`src/rtl/shift_pkg.sv`:
```
// Shared constants, op encodings and FSM states for the shift arbiter and its shift unit.
package shift_pkg;

  localparam int DATA_W  = 16;
  localparam int SHAMT_W = 4;
  localparam int NUM_REQ = 2;

  localparam logic [1:0] OP_SLL  = 2'b00;
  localparam logic [1:0] OP_SRA  = 2'b01;
  localparam logic [1:0] OP_ROR  = 2'b10;
  localparam logic [1:0] OP_RSVD = 2'b11;

  typedef enum logic {
    S_IDLE = 1'b0,
    S_FULL = 1'b1
  } state_e;

endpackage

```
`src/rtl/shift_unit.sv`:
```
// Combinational 16-bit log shifter: four 2:1 mux stages of 1/2/4/8 for SLL, SRA and ROR.
module shift_unit
  import shift_pkg::*;
(
  input  logic [DATA_W-1:0]  in_i,
  input  logic [SHAMT_W-1:0] shamt_i,
  input  logic [1:0]         op_i,
  output logic [DATA_W-1:0]  out_o
);

  for (genvar k = 0; k < SHAMT_W; k++) begin : g_stage
    localparam int N = 1 << k;
    logic [DATA_W-1:0] cur;
    logic [DATA_W-1:0] shifted;
    logic [DATA_W-1:0] nxt;

    if (k == 0) begin : g_first
      assign cur = in_i;
    end else begin : g_chain
      assign cur = g_stage[k-1].nxt;
    end

    // Reserved op passes the operand through untouched.
    always_comb begin
      case (op_i)
        OP_SLL:  shifted = {cur[DATA_W-1-N:0], {N{1'b0}}};
        OP_SRA:  shifted = {{N{cur[DATA_W-1]}}, cur[DATA_W-1:N]};
        OP_ROR:  shifted = {cur[N-1:0], cur[DATA_W-1:N]};
        default: shifted = cur;
      endcase
    end

    assign nxt = shamt_i[k] ? shifted : cur;
  end

  assign out_o = g_stage[SHAMT_W-1].nxt;

endmodule

```
`src/rtl/shift_arbiter.sv`:
```
// Round-robin arbiter sharing one shift unit between two requesters, with a
// single registered valid/ready response slot that supports back-to-back issue.
module shift_arbiter
  import shift_pkg::*;
(
  input  logic                       clk,
  input  logic                       rst_n,
  input  logic [NUM_REQ-1:0]         req_valid,
  output logic [NUM_REQ-1:0]         req_ready,
  input  logic [NUM_REQ*DATA_W-1:0]  req_data,
  input  logic [NUM_REQ*SHAMT_W-1:0] req_shamt,
  input  logic [NUM_REQ*2-1:0]       req_op,
  output logic                       rsp_valid,
  input  logic                       rsp_ready,
  output logic [DATA_W-1:0]          rsp_data,
  output logic                       rsp_id
);

  state_e              state_q, state_d;
  logic                rr_ptr_q, rr_ptr_d;
  logic [DATA_W-1:0]   data_q, data_d;
  logic                id_q, id_d;

  logic [NUM_REQ-1:0]  grant;
  logic                can_accept;
  logic                sel;
  logic                xfer;
  logic [DATA_W-1:0]   sh_in, sh_out;
  logic [SHAMT_W-1:0]  sh_amt;
  logic [1:0]          sh_op;

  assign can_accept = (state_q == S_IDLE) | rsp_ready;

  always_comb begin
    case (req_valid)
      2'b11:   grant = rr_ptr_q ? 2'b10 : 2'b01;
      default: grant = req_valid;
    endcase
  end

  // Gating with rst_n keeps req_ready low while reset is held.
  assign req_ready = (rst_n & can_accept) ? grant : 2'b00;
  assign xfer      = |(req_valid & req_ready);
  assign sel       = grant[1];

  assign sh_in  = sel ? req_data[2*DATA_W-1:DATA_W]    : req_data[DATA_W-1:0];
  assign sh_amt = sel ? req_shamt[2*SHAMT_W-1:SHAMT_W] : req_shamt[SHAMT_W-1:0];
  assign sh_op  = sel ? req_op[3:2]                    : req_op[1:0];

  shift_unit u_shift_unit (
    .in_i    (sh_in),
    .shamt_i (sh_amt),
    .op_i    (sh_op),
    .out_o   (sh_out)
  );

  always_comb begin
    state_d  = state_q;
    rr_ptr_d = rr_ptr_q;
    data_d   = data_q;
    id_d     = id_q;
    if (xfer) begin
      state_d  = S_FULL;
      data_d   = sh_out;
      id_d     = sel;
      rr_ptr_d = ~sel;
    end else if ((state_q == S_FULL) && rsp_ready) begin
      state_d = S_IDLE;
    end
  end

  always_ff @(posedge clk or negedge rst_n) begin
    if (!rst_n) begin
      state_q  <= S_IDLE;
      rr_ptr_q <= 1'b0;
      data_q   <= '0;
      id_q     <= 1'b0;
    end else begin
      state_q  <= state_d;
      rr_ptr_q <= rr_ptr_d;
      data_q   <= data_d;
      id_q     <= id_d;
    end
  end

  assign rsp_valid = (state_q == S_FULL);
  assign rsp_data  = data_q;
  assign rsp_id    = id_q;

endmodule

```
`config.mk`:
```
export PLATFORM = sky130hd
export DESIGN_NAME = shift_arbiter
export DESIGN_NICKNAME = d
export VERILOG_FILES = /design/src/rtl/shift_pkg.sv /design/src/rtl/shift_unit.sv /design/src/rtl/shift_arbiter.sv
export SDC_FILE = /design/constraint.sdc
export NUM_CORES = 1
export LEC_CHECK = 0
export ABC_AREA = 1
export CAP_MARGIN = 40
export CORE_ASPECT_RATIO = 0.9
export CORE_MARGIN = 5
export CORE_UTILIZATION = 54
export DETAILED_ROUTE_END_ITERATION = 16
export HOLD_SLACK_MARGIN = 0.15
export MAX_ROUTING_LAYER = met4
export PLACE_DENSITY_LB_ADDON = 0.25
export SLEW_MARGIN = 20
export SYNTH_ARGS = -nofsm -noshare
export SYNTH_HDL_FRONTEND = slang
export SYNTH_SLANG_ARGS = --single-unit
```
`constraint.sdc`:
```
create_clock -name clk -period 3.25 [get_ports clk]
set_clock_uncertainty 0.2 [all_clocks]
set_input_delay 0.325 -clock clk [delete_from_list [all_inputs] [get_ports clk]]
set_output_delay 0.325 -clock clk [all_outputs]
set_load 0.01 [all_outputs]
```
======== After elaboration in Yosys (flattened, before gate mapping) ========
Index checks and enable logic that the tools add are counted.
cells by class
  mux-type cells .......................... 16
  reduce and logical (&&, ||, !) cells .... 4
  bitwise gates (word level) .............. 5
  eq/ne operators ......................... 3
operator list
  kind                                                              count
  16-bit one-hot mux with 3 select lines                            4
  16-bit 2-to-1 mux                                                 5
  2-bit 2-to-1 mux                                                  4
  2-bit == test (second input constant)                             2
  4-bit 2-to-1 mux                                                  1
  2-bit AND                                                         1
  2-bit by 1-bit == test with 1-bit output (second input constant)  1
  2-bit zero test                                                   1
  1-bit 2-to-1 mux                                                  2
  1-bit inverter                                                    2
  2-bit nonzero test                                                1
  2-bit OR reduction                                                1
  1-bit AND                                                         1
  1-bit logical AND                                                 1
  1-bit bitwise OR                                                  1
word-level totals
  register bits after elaboration ......... 19

======== Longest topological paths before layout ========
  depth after elaboration ................. 12
  gate-level depth with buffers ........... 22

======== Cells and area by module ========
From an unflattened synthesis, not the netlist that was laid out.
second synthesis, totals
  cells, all modules ...................... 501
  area total of the unflattened synthesis .. 2,753.9 um2
by module, submodules not included
  module         cells each  instances  area each (um2)
  shift_unit     339         1          1,654.1
  shift_arbiter  162         1          1,099.8

======== Worst setup path before layout ========
No wires, ideal clock.
  path kind ............................... register to register
  start point ............................. register rr_ptr_q
  end point ............................... register data_q[11], in the netlist rsp_data[11]
  stages on the path, launching flop included .. 23
  path buffers ............................ 2
  data required time ...................... 2,933 ps
  slack ................................... 1,112 ps
  data arrival time ....................... 1,821 ps
  cell sequence ........................... dfrtp_1 -> inv_2 -> nand2_2 -> nand2_2 -> buf_6 -> nand2_2 -> nand2_2 -> nand2_2 -> nand2_2 -> buf_6 -> nand2_1 -> nand2_1 -> nand2_1 -> nand2_2 -> nand2_1 -> nand3_1 -> nand2_1 -> inv_1 -> nand2_1 -> nand3_1 -> nand2_1 -> nor2_1 -> nor2_1
between the ends
  word-level cells in the longest chain between the ends .. 12
  elaborated cells on any way between the ends .. 19
RTL lines
  element                                 line                 source
  start: declaration                      shift_arbiter.sv:20  logic rr_ptr_q, rr_ptr_d;
  start signal: assignment                shift_arbiter.sv:80  rr_ptr_q <= rr_ptr_d;
  2-bit 2-to-1 mux *                      shift_arbiter.sv:36  2'b11: grant = rr_ptr_q ? 2'b10 : 2'b01;
  2-bit 2-to-1 mux *                      shift_arbiter.sv:35  case (req_valid)
  2-bit 2-to-1 mux                        shift_arbiter.sv:48  assign sh_op = sel ? req_op[3:2] : req_op[1:0];
  2-bit == test (tied with other cells)   shift_unit.sv:25     case (op_i)
  16-bit one-hot mux with 3 select lines  shift_unit.sv:25
  16-bit 2-to-1 mux                       shift_unit.sv:33     assign nxt = shamt_i[k] ? shifted : cur;
  16-bit one-hot mux with 3 select lines  shift_unit.sv:25
  16-bit 2-to-1 mux                       shift_unit.sv:33
  16-bit one-hot mux with 3 select lines  shift_unit.sv:25
  16-bit 2-to-1 mux                       shift_unit.sv:33
  16-bit one-hot mux with 3 select lines  shift_unit.sv:25
  16-bit 2-to-1 mux                       shift_unit.sv:33
  end signal: assignment                  shift_arbiter.sv:81  data_q <= data_d;
  end: declaration                        shift_arbiter.sv:21  logic [DATA_W-1:0] data_q, data_d;
Every way passes the cells marked *; elsewhere a longest branch is shown, timed or not.
A chain may end at the register's enable or synchronous reset.

======== Final worst setup path ========
  start point ............................. input port req_valid[0]
  end point ............................... register data_q[8], in the netlist rsp_data[8]
between the ends
  word-level cells in the longest chain between the ends .. 12
  elaborated cells on any way between the ends .. 19
RTL lines
  element                                 line                 source
  start: declaration                      shift_arbiter.sv:8   input logic [NUM_REQ-1:0] req_valid,
  2-bit == test                           shift_arbiter.sv:35
  2-bit 2-to-1 mux                        shift_arbiter.sv:35
  2-bit 2-to-1 mux                        shift_arbiter.sv:48
  2-bit == test (tied with other cells)   shift_unit.sv:25
  16-bit one-hot mux with 3 select lines  shift_unit.sv:25
  16-bit 2-to-1 mux                       shift_unit.sv:33
  16-bit one-hot mux with 3 select lines  shift_unit.sv:25
  16-bit 2-to-1 mux                       shift_unit.sv:33
  16-bit one-hot mux with 3 select lines  shift_unit.sv:25
  16-bit 2-to-1 mux                       shift_unit.sv:33
  16-bit one-hot mux with 3 select lines  shift_unit.sv:25
  16-bit 2-to-1 mux                       shift_unit.sv:33
Parallel ways exist; a longest one is shown, timed or not.

==> results.toml <==
[global_routing]
grt-ovfl-total = 0
grt_pass1_vias = 3021
track_usage_pct = 27.2
grt_max_degree = 28
grt_pass1_wl_mm = 13.0
antenna_found_initial = 0

[final_layout]
final_cell_mix = "nand2_1 (181), nand3_1 (79), clkdlybuf4s50_1 (68), inv_1 (37), nor2_1 (32)"
final_common_cell = "nand2_1"
fin_cells = 585
n_antenna_cell = 0
syn_to_final_growth_pct = 28.5
nets = 573
drive_gt1_share_pct = 9.18

[run_status]
run_status = "finished clean"

[synth]
ys_types = 27
ys_seq_elements = 19
syn_inst = 461
syn_nets = 510
avgSynthCellArea_um2 = 5.52
yosysSeqAreaShare_pct = 18.7
yosysWarnings = 0
synth_area_um2 = 2550

[setup_path]
worstPathCellList = "clkdlybuf4s50_1 -> nand2_2 -> nand2_2 -> nand2_1 -> nand2_2 -> nand2_2 -> nand2_2 -> buf_4 -> nand2_1 -> nand2_1 -> nand3_1 -> nand3_1 -> nand3_1 -> nand2_1 -> nand2_1 -> a21oi_1 -> nor2_1 -> nor2_1"
slowest_delay_ns = 0.49
cp.arrival_ns = 2.84
cp.required_ns = 3.24
cp-start-kind = "primary input"
cp_slowest_cell = "clkdlybuf4s50_1"
end_kind = "register"
cp_top_family = "simple AND/OR/NAND/NOR gates"
crit_fanout = 13
crit_type = "primary input to register"
path_buf_inv = 2

[clock_tree]
cts_repair_resize_count = 0
clock-sinks = 19
htreeDepth = 1
cts_root_buffer = "clkbuf_8"
cts_hold_buf = 0
clock_path_buffers = 2
cts_buffers = 3
path_clk_slew_ns = 0.08
post_cts_buffers = 0
cts_tree = "built"
clk_latency_ns = 0.25

[die]
fp-row-count = 23
die_area_um2 = 6190
io_pins = 69
start_util_pct = 56.4
dieHeight_um = 75.1
coreArea_um2 = 4520
die_width_um = 82.4

[pwr]
peakVddDrop_mv = 0.379
powerDensity_nw_per_um2 = 529
p_leak_nw = 1.66

[detailed_routing]
vias_per_cell = 5.72
drt_iter0_markers = 367
drc_errors = 0
routed_wl_mm = 7.87
drt_first_pass_iters = 6
wl_per_cell_um = 13.4
ant_nets = 0
dr_total_vias = 3346

[sta]
relSlewSlack_pct = 56.0
drv_slew = 0
period_share_pct = 87.4
rsz0062_at_grt = "false"
finalSetupTns_ns = 0
tightest_slew_ns = 0.660
finalCriticalPeriod_ns = 2.84
setup_viol = 0
hold_viol = 0
fmax_mhz = 352

[place]
dp_hpwl_mm = 6.29
placedCellCount = 581
port-buffer-count = 68
routabilityCongestion = 0.989

[run]
maxCapViolations = 0

[min_path]
hp-class = "register to register"
-- sequential cells by signal, indices dropped and copies added (netlist names) --
| name | flops |
|---|---|
| rr_ptr_q | 1 |
| rsp_data | 16 |
| rsp_id | 1 |
| rsp_valid | 1 |
-- Yosys cell counts, drive strengths merged --
| master | instances | area, um2 |
|---|---|---|
| buf | 17 | 139 |
| nor3 | 1 | 10.0 |
| nand2 | 199 | 807 |
| inv | 42 | 163 |
| clkbuf | 2 | 7.51 |
| mux2 | 1 | 11.3 |
| nand3b | 1 | 7.51 |
| dfrtp | 19 | 475 |
| nand4 | 12 | 75.1 |
| nand3 | 84 | 445 |
| o21ai | 28 | 148 |
| o211ai | 3 | 22.5 |
| a31oi | 1 | 6.26 |
| a21oi | 16 | 80.1 |
| nor2 | 35 | 149 |
-- cell families after synthesis --
kind of cell,synth area share (%)
AND/OR/NAND/NOR,58.7
AO/OA/AOI/OAI,10.1
multiplexers,0.442
buffers and inverters,12.1
flip-flops,18.7
-- path summary, 6_finish.rpt --
check | from | end | slack (ns) | depth (start not counted)
worst max-delay path | req_valid[0] | rsp_data[8]$_DFFE_PN0P_ | 0.41 | 18
worst min-delay path | rsp_data[5]$_DFFE_PN0P_ | rsp_data[5]$_DFFE_PN0P_ | 0.28 | 2
worst max register to register | rr_ptr_q$_DFFE_PN0P_ | rsp_data[8]$_DFFE_PN0P_ | 0.53 | 18
worst min register to register | rsp_data[5]$_DFFE_PN0P_ | rsp_data[5]$_DFFE_PN0P_ | 0.28 | 2
max in group asynchronous | rst_n | rsp_data[3]$_DFFE_PN0P_ | 2.30 | 2
min in group asynchronous | rst_n | rsp_data[14]$_DFFE_PN0P_ | 0.33 | 2
-- tightest hold or removal path, delay by kind of cell (launching register included) --
kind | cells | cell delay [ns]
flip-flops | 1 | 0.34
AND/OR/NAND/NOR | 2 | 0.10
-- per-layer routing --
layer  track usage, %  wire, um  up-vias
met1             36.2      3320     1491
met2             44.0      3610      213
met4             3.69       114        0
met3             5.14       822       20
li1                 -         -     1622
met5                -         0        -
-- through the flow --
stage	hold WS, ns	cell area [um2]	util, %	worst slack (ns)	power (mW)
2_1_floorplan	-0.171	2550	-	1.11	1.14
3_3_place_gp	0.265	3230	71.4	0.222	1.53
3_5_place_dp	0.265	3230	71.4	0.189	1.55
4_1_cts	0.283	3270	72.4	0.457	1.72
5_1_grt	0.326	3270	72.4	0.176	1.88
6_report	0.280	3270	72.4	0.410	1.73
-- power by group --
part | internal, mW | switching, mW | leakage (nW)
registers | 0.339 | 0.0549 | 0.220
logic | 0.488 | 0.685 | 1.41
clock network | 0.0852 | 0.0795 | 0.0255
total | 0.912 | 0.820 | 1.66
-- final cells by class --
cell class                      instances  area [um2]
Clock inverter                          1        5.00
Fill cell                             405        1250
Inverter                               42         163
Tap cell                               62        77.6
Sequential cell                        19         475
Multi-Input combinational cell        381        1760
Timing Repair Buffer                   77         748
Clock buffer                            3        41.3
No activity file was read; power rests on OpenSTA's default activity.
